==> config.mk <==
export PLATFORM = sky130hd
export DESIGN_NAME = instr_fetch_unit
export DESIGN_NICKNAME = d
export VERILOG_FILES = /design/src/rtl/instr_fetch_unit.sv
export SDC_FILE = /design/constraint.sdc
export NUM_CORES = 2
export LEC_CHECK = 0
export ABC_AREA = 0
export CORE_AREA = 3 3 372 374
export CTS_CLUSTER_SIZE = 40
export DETAILED_ROUTE_END_ITERATION = 10
export DIE_AREA = 0 0 375 377
export PLACE_DENSITY = 0.82
export SETUP_SLACK_MARGIN = 0.5
export SYNTH_ARGS = -nofsm -noshare
export SYNTH_HDL_FRONTEND = slang
export SYNTH_SLANG_ARGS = --single-unit
==> constraint.sdc <==
create_clock -name clk -period 5.3 [get_ports clk]
set_clock_uncertainty 0.05 [all_clocks]
set_input_delay 1.06 -clock clk [delete_from_list [all_inputs] [get_ports clk]]
set_output_delay 1.06 -clock clk [all_outputs]
set_load 0.02 [all_outputs]
==> src/rtl/instr_fetch_unit.sv <==
`default_nettype none
// ============================================================================
// Module   : instr_fetch_unit
// Purpose  : Instruction fetch sequencer. Holds a loadable instruction memory,
//            runs a program counter and presents one registered instruction
//            per unstalled cycle. Supports stall, zero-bubble branch redirect,
//            end-of-program detection and fault reporting.
// Ports    : clk, rst_n                    - clock, async active-low reset
//            load_en/load_addr/load_data   - imem write port (not in RUN)
//            start, prog_len               - launch program from address 0
//            stall                         - freeze fetch state and outputs
//            branch_taken, branch_target   - redirect the current fetch
//            Instruction, pc, instr_valid  - registered fetch outputs
//            busy, done, fault             - state levels
// Revision : 1.0 - initial release
// ============================================================================
module instr_fetch_unit #(
  parameter int WORD_WIDTH = 32,
  parameter int AW         = 6
) (
  input  logic                  clk,
  input  logic                  rst_n,
  input  logic                  load_en,
  input  logic [AW-1:0]         load_addr,
  input  logic [WORD_WIDTH-1:0] load_data,
  input  logic                  start,
  input  logic [AW:0]           prog_len,
  input  logic                  stall,
  input  logic                  branch_taken,
  input  logic [WORD_WIDTH-1:0] branch_target,
  output logic [WORD_WIDTH-1:0] Instruction,
  output logic [WORD_WIDTH-1:0] pc,
  output logic                  instr_valid,
  output logic                  busy,
  output logic                  done,
  output logic                  fault
);

  localparam int          c_DEPTH   = 2 ** AW;
  localparam logic [AW:0] c_DEPTH_W = {1'b1, {AW{1'b0}}};

  typedef enum logic [1:0] {
    S_IDLE  = 2'd0,
    S_RUN   = 2'd1,
    S_DONE  = 2'd2,
    S_FAULT = 2'd3
  } state_t;

  state_t                r_state;
  logic [WORD_WIDTH-1:0] r_imem [c_DEPTH];
  logic [AW:0]           r_len;
  logic [WORD_WIDTH-1:0] r_fetch_pc;

  logic [AW:0]           w_len_clamped;
  logic                  w_branch;
  logic [WORD_WIDTH-1:0] w_fetch_addr;
  logic [WORD_WIDTH-1:0] w_fetch_idx;
  logic [WORD_WIDTH-1:0] w_len_ext;
  logic                  w_out_of_range;
  logic                  w_misaligned;
  logic [AW-1:0]         w_imem_idx;

  assign w_len_clamped = (prog_len > c_DEPTH_W) ? c_DEPTH_W : prog_len;

  // A redirect only makes sense relative to a valid instruction on the outputs.
  assign w_branch     = branch_taken & instr_valid;
  assign w_fetch_addr = w_branch ? branch_target : r_fetch_pc;

  // Full-width range compare: any set upper bit is out of range, so addresses
  // beyond the program never alias back into imem.
  assign w_fetch_idx    = w_fetch_addr >> 2;
  assign w_len_ext      = {{(WORD_WIDTH-AW-1){1'b0}}, r_len};
  assign w_out_of_range = (w_fetch_idx >= w_len_ext);
  assign w_misaligned   = (w_fetch_addr[1:0] != 2'b00);
  assign w_imem_idx     = w_fetch_addr[AW+1:2];

  // Instruction memory: no reset, writable whenever no program is running.
  // A write on the start edge lands before the first fetch reads it.
  always_ff @(posedge clk) begin
    if (load_en && (r_state != S_RUN)) begin
      r_imem[load_addr] <= load_data;
    end
  end

  always_ff @(posedge clk or negedge rst_n) begin
    if (!rst_n) begin
      r_state     <= S_IDLE;
      r_len       <= '0;
      r_fetch_pc  <= '0;
      Instruction <= '0;
      pc          <= '0;
      instr_valid <= 1'b0;
    end else begin
      case (r_state)
        S_RUN: begin
          if (!stall) begin
            if (w_branch && (w_misaligned || w_out_of_range)) begin
              r_state     <= S_FAULT;
              instr_valid <= 1'b0;
            end else if (w_out_of_range) begin
              r_state     <= S_DONE;
              instr_valid <= 1'b0;
            end else begin
              Instruction <= r_imem[w_imem_idx];
              pc          <= w_fetch_addr;
              instr_valid <= 1'b1;
              r_fetch_pc  <= w_fetch_addr + WORD_WIDTH'(4);
            end
          end
        end
        default: begin
          // IDLE, DONE and FAULT all accept a new launch.
          if (start) begin
            r_len      <= w_len_clamped;
            r_fetch_pc <= '0;
            r_state    <= (w_len_clamped == '0) ? S_DONE : S_RUN;
          end
        end
      endcase
    end
  end

  assign busy  = (r_state == S_RUN);
  assign done  = (r_state == S_DONE);
  assign fault = (r_state == S_FAULT);

endmodule
`default_nettype wire

==> impl_results.md <==
* Status: completed
* Final period util at roughly 83%
* Critical path origin: branch_taken
* Port buffer count at 150
* CTS buffer count at 200
* Post-synth design cell area at ~84000 sq um
* Post-CTS sizing at 0
* Max Cap Viol at 0
* Share of post-route cells with drive strength above 1 at 15.5%
* DIE AREA at 141000 sq um
* Fin crit period at between 4 and 5 ns
* Clk slew on worst S/H paths at about 0.06 ns
* Syn_nets at 5172
* CP required at roughly 6 ns
* Post-synth EDFFs at 2048
* Initial core utilization at ~60%
* Yosys reg bits at 2154
* CP Capture Type: flop
* Most frequent cells after synthesis: edfxtp_1 (2048), nand2_1 (962), nand3_1 (264)
* Sequential fraction of the synthesis area at 76.8%
* Synth unique cells at slightly below 80
* Initial antenna violation count at 9
* Top FF cell, synth: edfxtp_1
* Min-Delay Path Class: in -> async
* Num rows at approximately 140
* Peak VDD IR at roughly 0.00044 V
* Worst R2R End: Instruction[29]$_DFFE_PN0P_
* Final RePlAce weighted congestion at 0.879
* Total Routed Length at around 230000 um
* Largest net degree at the start of global routing at 117
* Fillers at approximately 7600
* RSZ-0062 raised after global routing: no
* Clock Sinks at 2154
* Slew @ Worst Pin at 1.44 ns
* Area fraction of the dominant cell type after synthesis at 73.6%
* # DRC at 0
* Yosys warns at 0
* Root Driver: clkbuf_16
* Pleak at approximately 31 nW
* CP Capture Point: Instruction[29]$_DFFE_PN0P_
* Core outline area at 135000 sq um
* Hold bufs inserted after CTS at 0
* Initial DRC Count at 9598
* Post-Syn Instances at 5081
* Area leader, netlist: edfxtp_1
* Total gr overflow at 0
* Total GRT Usage at 33.0%
* Synth-to-Final Area Change at 13.1%
* Max Root-Sink Buffers at 3
* Fin nets at 5446
* Detail-routed via count per cell at 7.01
* Post-CTS setup buffers at 0
* Post-route antenna net violation count at 0
* Power density over the cells at around 460 nW/um^2
* Synth area leaders: edfxtp_1 (74%), mux4_2 (5.0%), nand2_1 (4.3%)
* Final Hold Fails at 0
* Drt wl/cell at ~32 um
* Crit-path max FO at 35
* Reg2Reg Launch Point: instr_valid$_DFFE_PN0P_
* Setup_tns at 0 ns
* Worst endpoint data arrival time at 5.07 ns
* Die Ht at 377 um
* R2R setup slack at ~1.1 ns
* Die X at 375 um
* Fin Hold WS at 0.245 ns
* Detail Placement HPWL at 131000 um
* FF-to-FF path depth at 12
* Vias in the first global route at 50000
* Most common cell in the netlist: edfxtp_1
* Clk_lat worst skew at between 0.8 and 0.9 ns
* Worst slew margin at 3.83%
* Mean post-synth cell area at between 15 and 20 sq um
* H-Tree Depth at 4
* Via count at about 51000
* Critical path class: in -> reg
* FFs w/ async S/R, synth at under 10%
* CTS tree: done
* Global-route wire length before repair at 339000 um
* I/O pins at 151
* DR pass1 iterations at 8
* Worst Setup Start Kind: input pin
* Max Slew Vio Count at 0
* Endpoints failing setup at 0
* Max Freq at around 230 MHz
[worst min path at each step]
stage                                 to  slack [ns]  cells past startpoint
2_1_floorplan  r_fetch_pc[8]$_DFFE_PN0P_        0.40                      2
3_3_place_gp           pc[0]$_DFFE_PN0P_        0.42                      2
3_5_place_dp           pc[0]$_DFFE_PN0P_        0.42                      2
4_1_cts               pc[31]$_DFFE_PN0P_        0.23                      1
5_1_grt               pc[31]$_DFFE_PN0P_        0.27                      1
6_report              pc[31]$_DFFE_PN0P_        0.25                      1
[power breakdown]
| part | internal [mW] | switching, mW | total, mW |
|---|---|---|---|
| Clock | 7.72 | 6.12 | 13.8 |
| Sequential | 18.9 | 0.291 | 19.2 |
| Combinational | 3.40 | 6.55 | 9.95 |
[logic make-up (layout without fill, tap and decap cells)]
kind of cell,count (synthesis),after routing,synth area share [%]
AOI/OAI and AO/OA,666,666,5.65
xor gates and xnor gates,6,6,0.0629
adders and majority gates,8,8,0.120
buffers and inverters,319,764,2.04
DFF,2154,2154,76.8
muxes,354,354,7.05
other,0,5,0
and+or+nand+nor,1574,1574,8.26
[worst max-delay path, cell delays in order]
cell,delay [ns]
clkdlybuf4s50_1,0.63
buf_4,0.22
a21bo_1,0.15
and2_4,0.21
clkinv_8,0.19
ha_1,0.36
nand4_1,0.12
a21oi_1,0.05
a211o_1,0.27
a2111o_1,0.50
or4_4,0.70
nand4b_1,0.28
nor4_2,0.20
nor2_1,0.11
[layout by cell type (no fill, tap or decap), types with 12 or more instances in the layout]
| master | count |
|---|---|
| a211oi_1 | 26 |
| a21oi_1 | 190 |
| a221oi_1 | 44 |
| a22oi_1 | 78 |
| a31oi_1 | 71 |
| a32oi_1 | 111 |
| and3_1 | 54 |
| and4_1 | 20 |
| buf_12 | 35 |
| buf_2 | 32 |
| buf_4 | 190 |
| clkbuf_1 | 58 |
| clkbuf_16 | 203 |
| clkbuf_8 | 12 |
| clkdlybuf4s50_1 | 117 |
| clkinv_1 | 44 |
| clkinv_2 | 28 |
| dfrtp_1 | 106 |
| edfxtp_1 | 2048 |
| inv_1 | 13 |
| mux2i_1 | 161 |
| mux4_2 | 186 |
| nand2_1 | 962 |
| nand3_1 | 264 |
| nand4_1 | 40 |
| nor2_1 | 52 |
| nor2_4 | 69 |
| nor2b_1 | 25 |
| nor3_1 | 21 |
| nor4_1 | 13 |
| o211ai_1 | 21 |
| o21ai_0 | 35 |
[state kept, by name, summed over array words and instances (netlist names)]
| signal | flops |
|---|---|
| instr_valid | 1 |
| r_imem | 2048 |
| r_len | 7 |
| Instruction | 32 |
| r_fetch_pc | 32 |
| pc | 32 |
| r_state | 2 |
[area by class of cell]
type / instances / area, sq um / share of cell area (%)
flip-flops and latches: 2154 / 64200 / 67.9
multi-input cells: 2608 / 18300 / 19.3
clock buffers: 277 / 5490 / 5.81
repair buffers: 375 / 3470 / 3.67
well taps: 1781 / 2230 / 2.36
clock inverters: 96 / 759 / 0.804
inverters: 16 / 125 / 0.132
diodes: 5 / 12.5 / 0.0132
[per-layer routing]
layer  global-route usage [%]  routed length, um  up-vias
li1                         -                  -    20400
met1                     43.6              77300    25200
met2                     51.3             109000     4899
met3                     10.5              36300      784
met4                     13.8              11000       10
met5                        0                 69        -
[metrics by stage]
step | total power [mW] | cells | worst slack, ns | util (%) | cell area (sq um)
2_1_floorplan | 25.5 | 5081 | 0.592 | - | 83500
3_3_place_gp | 28.9 | 6934 | 0.235 | 65.2 | 88200
3_5_place_dp | 29.1 | 6934 | 0.158 | 65.2 | 88200
4_1_cts | 42.8 | 7307 | 0.991 | 69.8 | 94500
5_1_grt | 44.1 | 7307 | 0.746 | 69.8 | 94500
6_report | 43.0 | 7312 | 0.888 | 69.8 | 94500
Power figures use the tool's default switching activity.
